$ cat src/rtl/dice_race_game_ctrl_pkg.sv
// Shared types and constants for the dice race game controller.
// Optional macro DICE_RACE_BOUNCE_EN (see dice_move_calc) switches overshoot to bounce-back.
package dice_race_pkg;

   typedef enum logic [2:0] {
      INTRO,
      WAIT_ROLL,
      WAIT_ANIM,
      WIN,
      END
   } game_state_e;

   localparam int TILE_W = 4;
   localparam int DICE_W = 3;

   localparam logic [DICE_W-1:0] DICE_MIN = 3'd1;
   localparam logic [DICE_W-1:0] DICE_MAX = 3'd6;

   localparam logic MENU_START = 1'b0;
   localparam logic MENU_END   = 1'b1;

   function automatic logic dice_legal(input logic [DICE_W-1:0] d);
      return (d >= DICE_MIN) && (d <= DICE_MAX);
   endfunction

endpackage

$ cat src/rtl/dice_race_game_ctrl_if.sv
// Bundle of buttons, dice strobe, renderer handshake and UI-facing game outputs.
// master = upstream/UI environment side, slave = game controller side.
interface dice_race_game_ctrl_if;
   import dice_race_pkg::*;

   logic              btn_up;
   logic              btn_down;
   logic              btn_select;
   logic              dice_valid;
   logic [DICE_W-1:0] dice_value;
   logic              turn_done;

   logic              is_intro_state;
   logic              menu_select;
   logic [TILE_W-1:0] p1_pos;
   logic [TILE_W-1:0] p2_pos;
   logic              pos_valid;
   logic              winner_valid;
   logic              turn;
   logic              winner;
   logic              game_end;

   modport master (
      output btn_up, btn_down, btn_select, dice_valid, dice_value, turn_done,
      input  is_intro_state, menu_select, p1_pos, p2_pos, pos_valid,
             winner_valid, turn, winner, game_end
   );

   modport slave (
      input  btn_up, btn_down, btn_select, dice_valid, dice_value, turn_done,
      output is_intro_state, menu_select, p1_pos, p2_pos, pos_valid,
             winner_valid, turn, winner, game_end
   );

endinterface

$ cat src/rtl/dice_race_game_ctrl_move_calc.sv
// Combinational move: (pos, dice) -> (new_pos, reached_finish).
// Default clamps at FINISH_TILE; with DICE_RACE_BOUNCE_EN an overshoot bounces back and only an exact landing wins.
module dice_move_calc
   import dice_race_pkg::*;
#(
   parameter int FINISH_TILE = 15
) (
   input  logic [TILE_W-1:0] pos_i,
   input  logic [DICE_W-1:0] dice_i,
   output logic [TILE_W-1:0] new_pos_o,
   output logic              reached_finish_o
);

`ifdef DICE_RACE_BOUNCE_EN
   localparam logic [5:0] FIN6 = 6'(FINISH_TILE);

   logic [5:0] sum6;

   assign sum6 = {2'b00, pos_i} + {3'b000, dice_i};

   always_comb begin
      new_pos_o        = sum6[TILE_W-1:0];
      reached_finish_o = (sum6 == FIN6);
      if (sum6 > FIN6) begin
         new_pos_o = TILE_W'((FIN6 << 1) - sum6);
      end
   end
`else
   localparam logic [4:0] FIN5 = 5'(FINISH_TILE);

   logic [4:0] sum5;

   assign sum5 = {1'b0, pos_i} + {2'b00, dice_i};

   always_comb begin
      reached_finish_o = (sum5 >= FIN5);
      new_pos_o        = reached_finish_o ? FIN5[TILE_W-1:0] : sum5[TILE_W-1:0];
   end
`endif

endmodule

$ cat src/rtl/dice_race_game_ctrl.sv
// Game-state controller for the two-player dice race: intro menu, rolls, move animation wait, win and end.
// Move rule variant selected by DICE_RACE_BOUNCE_EN inside dice_move_calc.
//
// state     | meaning
// ----------+-------------------------------------------------------------
// INTRO     | menu shown, up/down pick START/END, select confirms
// WAIT_ROLL | waiting for a legal dice value for the active player
// WAIT_ANIM | position committed, waiting for turn_done or the timeout
// WIN       | winner shown, select returns to the menu
// END       | END GAME confirmed, only reset leaves
module dice_race_game_ctrl
   import dice_race_pkg::*;
#(
   parameter int FINISH_TILE  = 15,
   parameter int ANIM_TIMEOUT = 50_000_000,
   parameter int CNT_W        = 26
) (
   input  logic                  clk,
   input  logic                  reset,
   dice_race_game_ctrl_if.slave  bus
);

   localparam logic [CNT_W-1:0] TO_LAST = CNT_W'((ANIM_TIMEOUT == 0) ? 0 : ANIM_TIMEOUT - 1);

   game_state_e       state_q;
   logic              is_intro_q;
   logic              menu_q;
   logic [TILE_W-1:0] p1_q;
   logic [TILE_W-1:0] p2_q;
   logic              pos_valid_q;
   logic              winner_valid_q;
   logic              turn_q;
   logic              winner_q;
   logic              game_end_q;
   logic [CNT_W-1:0]  cnt_q;
   logic              won_q;

   logic [TILE_W-1:0] act_pos;
   logic [TILE_W-1:0] move_pos_d;
   logic              reached_d;
   logic              timeout_hit;
   logic              anim_exit;

   assign act_pos     = turn_q ? p2_q : p1_q;
   assign timeout_hit = (ANIM_TIMEOUT != 0) && (cnt_q == TO_LAST);
   // turn_done arriving alongside pos_valid belongs to a previous animation
   assign anim_exit   = (bus.turn_done && !pos_valid_q) || timeout_hit;

   dice_move_calc #(
      .FINISH_TILE (FINISH_TILE)
   ) u_move_calc (
      .pos_i            (act_pos),
      .dice_i           (bus.dice_value),
      .new_pos_o        (move_pos_d),
      .reached_finish_o (reached_d)
   );

   always_ff @(posedge clk) begin
      if (reset) begin
         state_q        <= INTRO;
         is_intro_q     <= 1'b1;
         menu_q         <= MENU_START;
         p1_q           <= '0;
         p2_q           <= '0;
         pos_valid_q    <= 1'b0;
         winner_valid_q <= 1'b0;
         turn_q         <= 1'b0;
         winner_q       <= 1'b0;
         game_end_q     <= 1'b0;
         cnt_q          <= '0;
         won_q          <= 1'b0;
      end else begin
         pos_valid_q <= 1'b0;
         unique case (state_q)
            INTRO: begin
               if (bus.btn_up && !bus.btn_down) begin
                  menu_q <= MENU_START;
               end else if (bus.btn_down && !bus.btn_up) begin
                  menu_q <= MENU_END;
               end
               if (bus.btn_select) begin
                  is_intro_q <= 1'b0;
                  if (menu_q == MENU_START) begin
                     state_q <= WAIT_ROLL;
                     p1_q    <= '0;
                     p2_q    <= '0;
                     turn_q  <= 1'b0;
                  end else begin
                     state_q    <= END;
                     game_end_q <= 1'b1;
                  end
               end
            end
            WAIT_ROLL: begin
               if (bus.dice_valid && dice_legal(bus.dice_value)) begin
                  if (turn_q) begin
                     p2_q <= move_pos_d;
                  end else begin
                     p1_q <= move_pos_d;
                  end
                  won_q       <= reached_d;
                  pos_valid_q <= 1'b1;
                  cnt_q       <= '0;
                  state_q     <= WAIT_ANIM;
               end
            end
            WAIT_ANIM: begin
               if (anim_exit) begin
                  cnt_q <= '0;
                  if (won_q) begin
                     state_q        <= WIN;
                     winner_q       <= turn_q;
                     winner_valid_q <= 1'b1;
                  end else begin
                     state_q <= WAIT_ROLL;
                     turn_q  <= ~turn_q;
                  end
               end else begin
                  cnt_q <= cnt_q + CNT_W'(1);
               end
            end
            WIN: begin
               if (bus.btn_select) begin
                  state_q        <= INTRO;
                  is_intro_q     <= 1'b1;
                  menu_q         <= MENU_START;
                  p1_q           <= '0;
                  p2_q           <= '0;
                  turn_q         <= 1'b0;
                  winner_q       <= 1'b0;
                  winner_valid_q <= 1'b0;
                  won_q          <= 1'b0;
               end
            end
            END: begin
               game_end_q <= 1'b1;
               is_intro_q <= 1'b0;
            end
            default: state_q <= INTRO;
         endcase
      end
   end

   assign bus.is_intro_state = is_intro_q;
   assign bus.menu_select    = menu_q;
   assign bus.p1_pos         = p1_q;
   assign bus.p2_pos         = p2_q;
   assign bus.pos_valid      = pos_valid_q;
   assign bus.winner_valid   = winner_valid_q;
   assign bus.turn           = turn_q;
   assign bus.winner         = winner_q;
   assign bus.game_end       = game_end_q;

endmodule
$ cat src/flat_wrapper.sv
// flat-port wrapper written by rule: the top's interface ports become plain ports
module dice_race_game_ctrl_flat import dice_race_pkg::*;
#(
   parameter int FINISH_TILE  = 15,
   parameter int ANIM_TIMEOUT = 50_000_000,
   parameter int CNT_W        = 26
)
  (clk, reset, bus_btn_up, bus_btn_down, bus_btn_select, bus_dice_valid, bus_dice_value, bus_turn_done, bus_is_intro_state, bus_menu_select, bus_p1_pos, bus_p2_pos, bus_pos_valid, bus_winner_valid, bus_turn, bus_winner, bus_game_end);
  dice_race_game_ctrl_if bus_i ();
  input  logic clk;
  input  logic reset;
  input wire logic [$bits(bus_i.btn_up)-1:0] bus_btn_up;
  input wire logic [$bits(bus_i.btn_down)-1:0] bus_btn_down;
  input wire logic [$bits(bus_i.btn_select)-1:0] bus_btn_select;
  input wire logic [$bits(bus_i.dice_valid)-1:0] bus_dice_valid;
  input wire logic [$bits(bus_i.dice_value)-1:0] bus_dice_value;
  input wire logic [$bits(bus_i.turn_done)-1:0] bus_turn_done;
  output wire logic [$bits(bus_i.is_intro_state)-1:0] bus_is_intro_state;
  output wire logic [$bits(bus_i.menu_select)-1:0] bus_menu_select;
  output wire logic [$bits(bus_i.p1_pos)-1:0] bus_p1_pos;
  output wire logic [$bits(bus_i.p2_pos)-1:0] bus_p2_pos;
  output wire logic [$bits(bus_i.pos_valid)-1:0] bus_pos_valid;
  output wire logic [$bits(bus_i.winner_valid)-1:0] bus_winner_valid;
  output wire logic [$bits(bus_i.turn)-1:0] bus_turn;
  output wire logic [$bits(bus_i.winner)-1:0] bus_winner;
  output wire logic [$bits(bus_i.game_end)-1:0] bus_game_end;
  assign bus_i.btn_up = bus_btn_up;
  assign bus_i.btn_down = bus_btn_down;
  assign bus_i.btn_select = bus_btn_select;
  assign bus_i.dice_valid = bus_dice_valid;
  assign bus_i.dice_value = bus_dice_value;
  assign bus_i.turn_done = bus_turn_done;
  assign bus_is_intro_state = bus_i.is_intro_state;
  assign bus_menu_select = bus_i.menu_select;
  assign bus_p1_pos = bus_i.p1_pos;
  assign bus_p2_pos = bus_i.p2_pos;
  assign bus_pos_valid = bus_i.pos_valid;
  assign bus_winner_valid = bus_i.winner_valid;
  assign bus_turn = bus_i.turn;
  assign bus_winner = bus_i.winner;
  assign bus_game_end = bus_i.game_end;
  dice_race_game_ctrl #(.FINISH_TILE(FINISH_TILE), .ANIM_TIMEOUT(ANIM_TIMEOUT), .CNT_W(CNT_W)) u_core (.clk(clk), .reset(reset), .bus(bus_i));
endmodule
$ cat config.mk
export PLATFORM = sky130hd
export DESIGN_NAME = dice_race_game_ctrl_flat
export DESIGN_NICKNAME = d
export VERILOG_FILES = /design/src/rtl/dice_race_game_ctrl_pkg.sv /design/src/rtl/dice_race_game_ctrl_if.sv /design/src/rtl/dice_race_game_ctrl_move_calc.sv /design/src/rtl/dice_race_game_ctrl.sv /design/src/flat_wrapper.sv
export SDC_FILE = /design/constraint.sdc
export NUM_CORES = 1
export LEC_CHECK = 0
export BUFFER_PORTS_ARGS = -buffer_cell sky130_fd_sc_hd__buf_2
export CORE_MARGIN = 5
export CORE_UTILIZATION = 50
export DETAILED_ROUTE_END_ITERATION = 12
export GPL_TIMING_DRIVEN = 0
export PLACE_DENSITY = 0.72
export SYNTH_ARGS = -nofsm -noshare
export SYNTH_HDL_FRONTEND = slang
export SYNTH_HIERARCHICAL = 1
export SYNTH_SLANG_ARGS = --single-unit
$ cat constraint.sdc
create_clock -name clk -period 2.4 [get_ports clk]
set_clock_uncertainty 0.15 [all_clocks]
set_input_delay 0.36 -clock clk [delete_from_list [all_inputs] [get_ports clk]]
set_output_delay 0.36 -clock clk [all_outputs]
set_load 0.05 [all_outputs]
=== Word level (Yosys, flattened, before mapping) ===
Index checks and enable logic that the tools add are counted.

* Bits in registers: 45
* Output and inout bits: 15

* Add/sub/neg operators: 2
* Magnitude comparators: 3
* Equal/unequal tests: 16
* Mux-type cells: 44
* Bitwise logic cells: 3
* Reductions and logical operators: 29

{| class="wikitable"
|+ Operator list
! operator !! number
|-
| 26-bit 2-to-1 mux || 2
|-
| 26-bit case mux with 2 select lines || 1
|-
| 4-bit 2-to-1 mux || 9
|-
| 26-bit by 1-bit adder with 26-bit output (second input constant) || 1
|-
| 26-bit == test (second input constant) || 1
|-
| 4-bit case mux with 3 select lines || 2
|-
| 6-bit AND reduction || 3
|-
| 1-bit 2-to-1 mux || 16
|-
| 3-bit 2-to-1 mux || 5
|-
| 3-bit case mux with 5 select lines || 1
|-
| 3-bit AND reduction || 4
|-
| 2-bit by 1-bit != test with 1-bit output (second input constant) || 5
|-
| 2-bit != test (second input constant) || 5
|-
| 1-bit case mux with 2 select lines || 5
|-
| 2-bit nonzero test || 5
|-
| 3-bit nonzero test || 3
|-
| 3-bit by 2-bit == test with 1-bit output (second input constant) || 2
|-
| 1-bit case mux with 3 select lines || 2
|-
| 4-bit by 3-bit adder with 5-bit output || 1
|-
| 5-bit by 4-bit >= comparator with 1-bit output (second input constant) || 1
|-
| 1-bit logical AND || 5
|-
| 5-bit AND reduction || 1
|-
| 4-bit AND reduction || 1
|-
| 3-bit by 1-bit == test with 1-bit output (second input constant) || 1
|-
| 11 further kinds || 15
|}

=== Longest topological paths before layout ===
Gate-level depths: netlist (run 1).

* Word-level depth: 7
* Depth in mapped cells: 10
* Gate-level depth less buffers: 9

=== By module ===
The synthesis (run 1) kept the hierarchy.

{| class="wikitable"
|+ Modules (own cells, without submodules)
! module !! instances !! cells an instance !! area an instance (um^2)
|-
| dice_race_game_ctrl || 1 || 284 || 2348.5
|-
| dice_move_calc || 1 || 23 || 181.4
|}

=== Least setup slack after synthesis (run 1) ===
No wires, ideal clock.

* Path type: register to register
* From: register u_core.turn_q (netlist: u_core/bus.turn)
* To: register u_core.won_q
* Library setup time: 0.128 ns
* Arrival: 2.719 ns
* Slack: -0.596 ns
* Cell stages (with the launch flop): 11
* Buffers on the path: 1
* Clock period less this slack: 2.996 ns
* Cells stage by stage: dfxtp_1 -> clkbuf_1 -> mux2_2 -> ha_1 -> fa_1 -> xor2_1 -> a32oi_1 -> o221ai_2 -> and3_1 -> a31oi_1 -> nor2_1

* Longest elaborated chain between the ends: 5

{| class="wikitable"
|+ RTL lines
! what !! line !! text
|-
| from (decl) || dice_race_game_ctrl.sv:32 || <nowiki>logic turn_q;</nowiki>
|-
| from (signal assigned) || dice_race_game_ctrl.sv:116 || <nowiki>turn_q <= ~turn_q;</nowiki>
|-
| 4-bit 2-to-1 mux || dice_race_game_ctrl.sv:44 || <nowiki>assign act_pos = turn_q ? p2_q : p1_q;</nowiki>
|-
| named net u_core.act_pos[0] || dice_race_game_ctrl.sv:38 || <nowiki>logic [TILE_W-1:0] act_pos;</nowiki>
|-
| 4-bit by 3-bit adder with 5-bit output || dice_race_game_ctrl_move_calc.sv:33 || <nowiki>assign sum5 = {1'b0, pos_i} + {2'b00, dice_i};</nowiki>
|-
| 5-bit by 4-bit >= comparator with 1-bit output || dice_race_game_ctrl_move_calc.sv:36 || <nowiki>reached_finish_o = (sum5 >= FIN5);</nowiki>
|-
| named net u_core.reached_d || dice_race_game_ctrl.sv:40 || <nowiki>logic reached_d;</nowiki>
|-
| 1-bit 2-to-1 mux || dice_race_game_ctrl.sv:95 || <nowiki>if (bus.dice_valid && dice_legal(bus.dice_value)) begin</nowiki>
|-
| 1-bit case mux with 2 select lines || dice_race_game_ctrl.sv:74 || <nowiki>unique case (state_q)</nowiki>
|-
| to (signal assigned) || dice_race_game_ctrl.sv:101 || <nowiki>won_q <= reached_d;</nowiki>
|-
| to (decl) || dice_race_game_ctrl.sv:36 || <nowiki>logic won_q;</nowiki>
|}

The timed path passes the listed nets, and every way through them passes these cells. The select of a mux whose other input is x is not followed.
A chain may end at the register's enable or synchronous reset.

=== Final worst setup path (run 1) ===
Same ends and word-level chain as after synthesis.

==> results.json, run 1 <==
{
  "synth_area_um2": 2530,
  "fp.dieH_um": 81.1,
  "pwr-share-seq_pct": 40.7,
  "start_util_pct": 52.5,
  "grt_usage_pct": 19.3,
  "htree_levels": 2,
  "max_slew_margin_pct": 58.2,
  "p_sw_uw": 688,
  "cap_violations": 0,
  "worstHoldPathCells": 3,
  "drive_above_1_share_pct": 21.5,
  "violations": "negative setup slack",
  "grt_max_degree": 14,
  "min_path_type": "input port to flip-flop",
  "place_worst_setup_slack_ps": -207,
  "syn_to_final_growth_pct": 16.5,
  "hold_end": "u_core/bus.pos_valid",
  "synth_seq_cells": 45,
  "intPower_uw": 1360,
  "grt_pass1_wl_um": 9980,
  "critPathKind": "flip-flop to flip-flop",
  "dpl_cell_area_um2": 2760,
  "leakagePower_uw": 0.00112,
  "r2r-end": "u_core/won_q",
  "grt_pass1_vias": 2183,
  "yosys-top-cells-area": "dfxtp_1 (36%), nand2_1 (5.6%), mux2i_1 (4.4%), a31oi_1 (4.2%), nor2_1 (4.0%)",
  "cts_buffer_depth": 2,
  "status": "finished, violations left",
  "fillers": 448,
  "ant_nets": 0,
  "antenna_found_initial": 0,
  "num_antenna_cells": 0,
  "avgViaCountPerCell": 5.83,
  "finalCoreUtilization_pct": 61.2,
  "ys_seq_area_share_pct": 35.6,
  "yosys.area.top_type_share_pct": 35.6,
  "switching_share_pct": 33.7,
  "synthFlopType": "dfxtp_1",
  "synth.avg_cell_area_um2": 8.24,
  "clk_pin_slew_worst_paths_ps": 90,
  "syn_nets": 323,
  "hold_start": "bus_dice_valid",
  "synth.most_common_cell": "dfxtp_1",
  "rows": 25,
  "cts_hold_buffers": 0,
  "hold_viol_final": 0,
  "cts_sinks": 45,
  "fin_crit_ps": 2420,
  "core_region_area_um2": 4820,
  "slew_violations": 0,
  "grt-ovfl-total": 0,
  "dp_hpwl_um": 4280,
  "fmax_ghz": 0.414,
  "combPwrFrac_pct": 29.9,
  "setup_viol": 1,
  "port_buffers": 23,
  "ys.warnings.count": 6,
  "vdd_drop_max_v": 0.000514,
  "reg2reg_depth": 10,
  "synth-edff-count": 0,
  "critical_path_required_ps": 2420,
  "worst_slack_ps": -15.2,
  "tightest_slew_ps": 627,
  "drt_wl_total_um": 6050,
  "cp_max_fo": 5,
  "r2r_start": "u_core/bus.turn",
  "cp-start-kind": "flip-flop",
  "cts_made_buffers": 5,
  "cts_tree": "done",
  "synth_cell_types": 60,
  "final_area_um2": 2950,
  "die_w_um": 81.1,
  "synth_top_area_cell": "dfxtp_1",
  "nNetsFinal": 354,
  "rsz0062_at_grt": "true",
  "synth_commonest_cells": "dfxtp_1 (45), nand2_1 (38), nor2_1 (27), a31oi_1 (17), a21oi_1 (15)",
  "first_iter_violations": 141,
  "wire_per_inst_um": 14.9,
  "power.density_nw_per_um2": 693,
  "synthArstFlopShare_pct": 0,
  "synth_cells": 307,
  "clock_latency_ps": 300,
  "clockPowerShare_pct": 29.4,
  "drc": 0,
  "critPathCaptureType": "flip-flop",
  "r2r_slack_ps": -20,
  "gp_congestion": 0.849,
  "dr.pass1.iters": 4,
  "cts_root_buf": "clkbuf_8",
  "io_pins": 25,
  "vias": 2366,
  "fin_crit_sh_pct": 101,
  "worst_ep_arrival_time_ps": 2440,
  "dieArea_um2": 6580
}
==> cells by family (layout without fill, tap and decap cells) <==
family                     after synthesis  count (layout)  share of synthesized area, %
and+or+nand+nor                        141             141                          30.4
AOI/OAI and AO/OA                       72              72                          19.0
DFF                                     45              45                          35.6
buffers and inverters                   23              55                          3.86
muxes                                   15              15                          6.13
adders and majority gates                6               6                          3.26
xor gates and xnor gates                 5               5                          1.73
==> layout by cell type, fill, tap and decap left out, types with 5 or more instances in the layout <==
| master | instances |
|---|---|
| nand3_1 | 12 |
| dfxtp_1 | 41 |
| nor2_1 | 26 |
| nand2b_1 | 8 |
| buf_4 | 6 |
| clkbuf_1 | 8 |
| or3_1 | 6 |
| inv_1 | 7 |
| a21oi_1 | 15 |
| clkbuf_8 | 6 |
| and2_1 | 5 |
| a31oi_1 | 17 |
| nor3_1 | 6 |
| o21ai_0 | 9 |
| nand2_1 | 37 |
| o211ai_1 | 5 |
| mux2i_1 | 11 |
| buf_2 | 24 |
| nand4_1 | 6 |
==> worst max-delay path: stages, from the launching register on <==
cell and delay (ps):
dfxtp_4 400, mux2_4 320, ha_4 170, fa_2 390, buf_4 150, a21o_2 180, nand2_2 80, o221ai_2 100
and3_1 160, a31oi_1 130, nor2_1 50
==> stage by stage <==
stage / total power (uW) / hold slack (ps) / std cells / TNS [ps]
after floorplan: 1300 / 298 / 307 / -94.3
after global placement: 1420 / 292 / 397 / -2100
after detailed placement: 1430 / 306 / 397 / -3480
after CTS: 2030 / 221 / 406 / -10.6
after global routing: 2140 / 232 / 406 / -371
final: 2040 / 240 / 406 / -15.2
==> state kept, by name, summed over array words and instances (netlist names), 3 cells and up <==
signal and count:
u_core/bus.p2_pos 4, u_core/bus.p1_pos 4, u_core/state_q 3, u_core/cnt_q 26
==> cell type report <==
| cell class | count | area, um^2 | share of cell area (%) |
|---|---|---|---|
| Multi-Input combinational cell | 239 | 1600 | 54.4 |
| Sequential cell | 45 | 908 | 30.8 |
| Timing Repair Buffer | 26 | 138 | 4.67 |
| Clock buffer | 7 | 86.3 | 2.93 |
| Tap cell | 67 | 83.8 | 2.84 |
| Buffer | 14 | 71.3 | 2.42 |
| Clock inverter | 1 | 30.0 | 1.02 |
| Inverter | 7 | 26.3 | 0.891 |
==> power by group through the flow <==
| stage | Clock [uW] | Combinational, uW | Sequential (uW) |
|---|---|---|---|
| 6_report | 601 | 610 | 832 |
| 5_1_grt | 641 | 661 | 841 |
| 4_1_cts | 613 | 593 | 828 |
| 3_5_place_dp | 0 | 586 | 839 |
| 3_3_place_gp | 0 | 580 | 838 |
| 2_1_floorplan | 0 | 376 | 920 |
==> routing by layer <==
| layer | vias to the layer above | GRT usage (%) | share of wire [%] |
|---|---|---|---|
| li1 | 1201 | - | - |
| met1 | 1118 | 23.7 | 47 |
| met2 | 43 | 34.7 | 49 |
| met3 | 4 | 2.99 | 2.4 |
| met4 | 0 | 5.07 | 0.76 |
| met5 | - | 0 | 0 |
==> worst max path at each step <==
stage	from	to	slack, ps	cells past startpoint
floorplan	u_core/bus.turn	u_core/won_q	-90	10
global placement	u_core/state_q[0]	u_core/cnt_q[22]	-150	5
detailed placement	u_core/state_q[0]	u_core/cnt_q[16]	-210	5
CTS	u_core/bus.turn	u_core/won_q	-10	9
global route	u_core/bus.turn	u_core/won_q	-120	9
finish	u_core/bus.turn	u_core/won_q	-20	10
==> what timing repair did <==
action	CTS	global route
pin swaps	3	3
gates resized for setup	8	13
cloned	0	0
setup endpoints to repair	28	19
hold endpoints to repair	0	0
setup buffers	2	1
Note: power is estimated with default switching activity, not from simulation.
==> run 2, diff against run 1 <==
Settings changed: REMOVE_ABC_BUFFERS set to 1.
==> results.json, run 2 (synthesis gave the netlist of run 1 again) <==
{
  "status": "finished, final reports clean",
  "fp.dieH_um": 81.1,
  "grt_busiest_layer": "met2",
  "dp_cells": 383,
  "final_common_cell": "dfxtp_1",
  "fin_crit_ps": 2390,
  "setup_viol": 0,
  "slew_violations": 0,
  "final_cell_mix": "dfxtp_1 (43), nand2_1 (37), nor2_1 (26)",
  "drc": 0,
  "cts_tree": "done",
  "die_w_um": 81.1,
  "worst_slack_ps": 10.9,
  "cts_buffer_depth": 2,
  "grtUsageMet1_pct": 21.9,
  "dr.pass1.iters": 4,
  "max_slew_margin_pct": 57.3,
  "wire_per_inst_um": 14.6,
  "critPathCaptureType": "flip-flop",
  "grt_usage_pct": 18.8,
  "io_pins": 25,
  "grt_use_met3_pct": 4.55,
  "cts_sinks": 45,
  "num_antenna_cells": 0,
  "grt_max_degree": 29,
  "drt_wl_total_um": 5770,
  "rsz0062_at_grt": "true",
  "gp_congestion": 0.828,
  "place_worst_setup_slack_ps": -374,
  "clk_pin_slew_worst_paths_ps": 90,
  "vdd_drop_max_v": 0.000543,
  "cts_made_buffers": 5,
  "vias": 2328,
  "cts_hold_buffers": 0,
  "grt_util_met2_pct": 33.2,
  "cp-start-kind": "flip-flop",
  "hold_viol_final": 0,
  "min_path_type": "input port to flip-flop",
  "leakagePower_uw": 0.00112,
  "drive_above_1_share_pct": 22.5,
  "avgViaCountPerCell": 5.88,
  "clock_latency_ps": 310,
  "power.density_nw_per_um2": 660,
  "stdcell_count": 396,
  "cts_root_buf": "clkbuf_8",
  "nNetsFinal": 344,
  "tightest_slew_ps": 641,
  "port_buffers": 24,
  "grt-ovfl-total": 0,
  "ant_nets": 0,
  "dp_hpwl_um": 3940,
  "dieArea_um2": 6580,
  "largest_reg_flops": 26,
  "fin_crit_sh_pct": 99.5,
  "start_util_pct": 52.5,
  "cp_max_fo": 4,
  "worstHoldPathCells": 3,
  "critical_path_required_ps": 2420,
  "reg2reg_depth": 9,
  "grt_pass1_vias": 2117,
  "syn_to_final_growth_pct": 15.7,
  "core_region_area_um2": 4820,
  "first_iter_violations": 170,
  "htree_levels": 2,
  "largest_register": "u_core/cnt_q",
  "critPathKind": "flip-flop to flip-flop",
  "antenna_found_initial": 0,
  "cap_violations": 0,
  "fmax_ghz": 0.419,
  "worst_ep_arrival_time_ps": 2410,
  "rows": 25,
  "grt_pass1_wl_um": 9720
}
## run 2: cell count changes in the layout (fill, tap and decap cells not counted), sizes merged
cell / change
clkinv: +3
bufinv: -1
clkbuf: -12
## run 2: layer usage
layer  up-vias  routed length (um)
met4         0                  79
met5         -                   0
met2        35                2930
met3         7                 204
li1       1167                   -
met1      1119                2560
## run 2: metrics by stage
stage | utilization, % | power (uW) | area, um^2 | hold slack [ps] | TNS, ps
floorplan | - | 1270 | 2460 | 279 | -20940
CTS | 59.7 | 1930 | 2870 | 209 | 0
finish | 60.8 | 1930 | 2930 | 235 | 0
global route | 60.8 | 2040 | 2930 | 240 | -106
detailed placement | 55.8 | 1410 | 2690 | 296 | -9910
global placement | 55.3 | 1390 | 2660 | 293 | -38670
## run 2: final cells by class
cell class                      instances  area (um^2)
Clock buffer                            5         68.8
Clock inverter                          3         22.5
Fill cell                             459         1890
Inverter                                7         26.3
Multi-Input combinational cell        239         1650
Sequential cell                        45          906
Tap cell                               67         83.8
Timing Repair Buffer                   30          173
## run 2: repair_timing
item	in CTS	in global routing
buffers inserted	4	1
resized for setup	16	11
setup endpoints to repair	38	30
pin swaps	2	4
## run 2: path summary, 6_finish.rpt
| path | start | to | slack, ps |
|---|---|---|---|
| setup / recovery | u_core/bus.turn | u_core/won_q | 10 |
| hold / removal | bus_dice_valid | u_core/bus.pos_valid | 240 |
| setup reg to reg | u_core/bus.turn | u_core/won_q | 10 |
| hold reg to reg | u_core/bus.winner_valid | u_core/bus.winner_valid | 310 |
## run 2: worst max-delay path, stage by stage, from the launching register on
cell	delay [ps]
dfxtp_4	370
mux2_4	310
ha_4	170
fa_2	430
xor2_2	170
a32oi_2	200
o221ai_2	120
and3_1	150
a31oi_1	130
nor2_1	50
## run 2: report_power, final
part           total [uW]  switching [uW]  internal (uW)
Combinational         589             360            228
Sequential            856            68.3            788
Clock                 487             280            207
==> run 3, diff against run 2 <==
Settings changed: ABC_AREA set to 1, PLACE_DENSITY 0.72 to 0.71.
==> results.json, run 3 <==
{
  "status": "finished, final reports clean",
  "final_cell_mix": "nand2_1 (135), nor2_1 (49), inv_1 (48)",
  "setup_viol": 0,
  "dp_hpwl_um": 4730,
  "cap_violations": 0,
  "clock_latency_ps": 300,
  "slew_violations": 0,
  "ys.warnings.count": 6,
  "muxShareOfSynthArea_pct": 0,
  "synthFlopType": "dfxtp_1",
  "critPathKind": "flip-flop to flip-flop",
  "fmax_ghz": 0.451,
  "first_iter_violations": 111,
  "ant_nets": 0,
  "max_slew_margin_pct": 54.2,
  "final_common_cell": "nand2_1",
  "fin_tns_setup_ps": 0,
  "num_antenna_cells": 0,
  "yosys.area.top_type_share_pct": 31.6,
  "cts_sinks": 45,
  "htree_levels": 2,
  "wire_per_inst_um": 11.5,
  "drive_above_1_share_pct": 17.3,
  "cts_tree": "done",
  "leakagePower_uw": 0.00138,
  "largest_reg_flops": 26,
  "cp_max_fo": 7,
  "fp.dieH_um": 85.5,
  "dr_wl_met2_um": 3060,
  "grt_max_degree": 22,
  "ys_seq_area_share_pct": 31.6,
  "drt_wl_total_um": 6220,
  "cp-start-kind": "flip-flop",
  "hold_viol_final": 0,
  "cts_root_buf": "clkbuf_8",
  "fin_crit_sh_pct": 92.4,
  "top_layer": "met4",
  "fin_crit_ps": 2220,
  "critPathCaptureType": "flip-flop",
  "antenna_found_initial": 0,
  "met3_length_um": 310,
  "cts_made_buffers": 5,
  "rows": 27,
  "synth_seq_cells": 45,
  "vias": 2767,
  "power.density_nw_per_um2": 893,
  "synth-compound-area-share_pct": 12.1,
  "yosys.area_share.adder_pct": 2.90,
  "grt_pass1_wl_um": 11300,
  "grt-ovfl-total": 0,
  "port_buffers": 24,
  "synthArstFlopShare_pct": 0,
  "tightest_slew_ps": 686,
  "dr.pass1.iters": 4,
  "clk_pin_slew_worst_paths_ps": 80,
  "synth_top_family_by_area": "simple AND/OR/NAND/NOR gates",
  "yosys-top-cells-area": "dfxtp_1 (32%), nand2_1 (18%), inv_1 (6.5%), nor2_1 (6.5%), a21oi_1 (6.0%)",
  "worst_ep_arrival_time_ps": 2310,
  "dieArea_um2": 7310,
  "synth_cell_types": 38,
  "met1Wirelength_um": 2810,
  "io_pins": 25,
  "gp_congestion": 0.925,
  "yosys.area_share.simple_pct": 41.9,
  "min_path_type": "input port to flip-flop",
  "cts_buffer_depth": 2,
  "critical_path_required_ps": 2490,
  "die_w_um": 85.5,
  "avgViaCountPerCell": 5.13,
  "cts_hold_buffers": 0,
  "synth_top_area_cell": "dfxtp_1",
  "synth-xor-area-share_pct": 1.23,
  "synth.avg_cell_area_um2": 6.45,
  "core_region_area_um2": 5540,
  "synth_area_um2": 2850,
  "start_util_pct": 51.5,
  "nNetsFinal": 482,
  "finalCoreUtilization_pct": 56.1,
  "largest_register": "u_core/cnt_q",
  "vdd_drop_max_v": 0.000589,
  "synth_commonest_cells": "nand2_1 (135), inv_1 (49), nor2_1 (49), dfxtp_1 (45), a21oi_1 (34)",
  "synth_cells": 442,
  "syn_to_final_growth_pct": 8.91,
  "synth.most_common_cell": "nand2_1",
  "grt_usage_pct": 18.5,
  "drc": 0,
  "grt_pass1_vias": 2610,
  "synth-edff-count": 0
}
## run 3: final timing paths
path | from | endpoint | slack [ps] | cells past startpoint
max | u_core/bus.turn | u_core/bus.p2_pos[2] | 180 | 14
max reg2reg | u_core/bus.turn | u_core/bus.p2_pos[2] | 180 | 14
min reg2reg | u_core/bus.game_end | u_core/bus.game_end | 310 | 2
min | bus_btn_select | u_core/bus.is_intro_state | 190 | 3
## run 3: cell families (layout without fill, tap and decap cells)
logic type,count (synthesis),in the layout
and+or+nand+nor,257,257
buffers and inverters,67,92
AOI/OAI and AO/OA,63,63
DFF,45,45
adders and majority gates,6,6
xor gates and xnor gates,4,4
## run 3: worst max-delay path, stage by stage (launching register included)
cell and delay (ps):
dfxtp_4 390, inv_2 80, nand2_1 70, nand2_1 50
ha_1 240, fa_1 400, nand2_1 120, nand2_1 90
o21ai_2 130, nand2_2 90, nand2_1 80, nand2_1 60
nand2_1 70, nand2_1 40, nor2_1 100
## run 3: where the power goes
part	switching, uW	internal [uW]	total, uW	leakage, uW
clock network	250	260	510	0.0000542
logic	943	399	1340	0.000962
registers	80.4	839	919	0.000366
## run 3: area by class of cell
type                            count  area, um^2
Clock buffer                        7        96.3
Clock inverter                      1        5.00
Fill cell                         568        2430
Inverter                           58         218
Multi-Input combinational cell    330        1660
Sequential cell                    45         905
Tap cell                           72        90.1
Timing Repair Buffer               26         135
## run 3: metal layers
metal | up-vias | track usage [%]
met3 | 2 | 4.23
li1 | 1445 | -
met2 | 57 | 32.8
met1 | 1263 | 22.5
met4 | 0 | 4.60
met5 | - | 0
## run 3: per-stage QoR
step	setup slack (ps)	instances	hold WS [ps]	total power [uW]	instance area [um^2]
floorplan	-151	433	279	1990	2780
global placement	-40.7	529	288	2250	2990
detailed placement	-67.5	529	296	2260	2990
CTS	32.6	537	174	2790	3090
global route	-1.31	539	223	3010	3110
finish	182	539	190	2770	3110
## run 3: timing repair
item,4_1_cts,5_1_grt
endpoints found under the setup margin,5,5
setup buffers,0,2
gates resized for setup,1,2
endpoints found under the hold margin,0,0
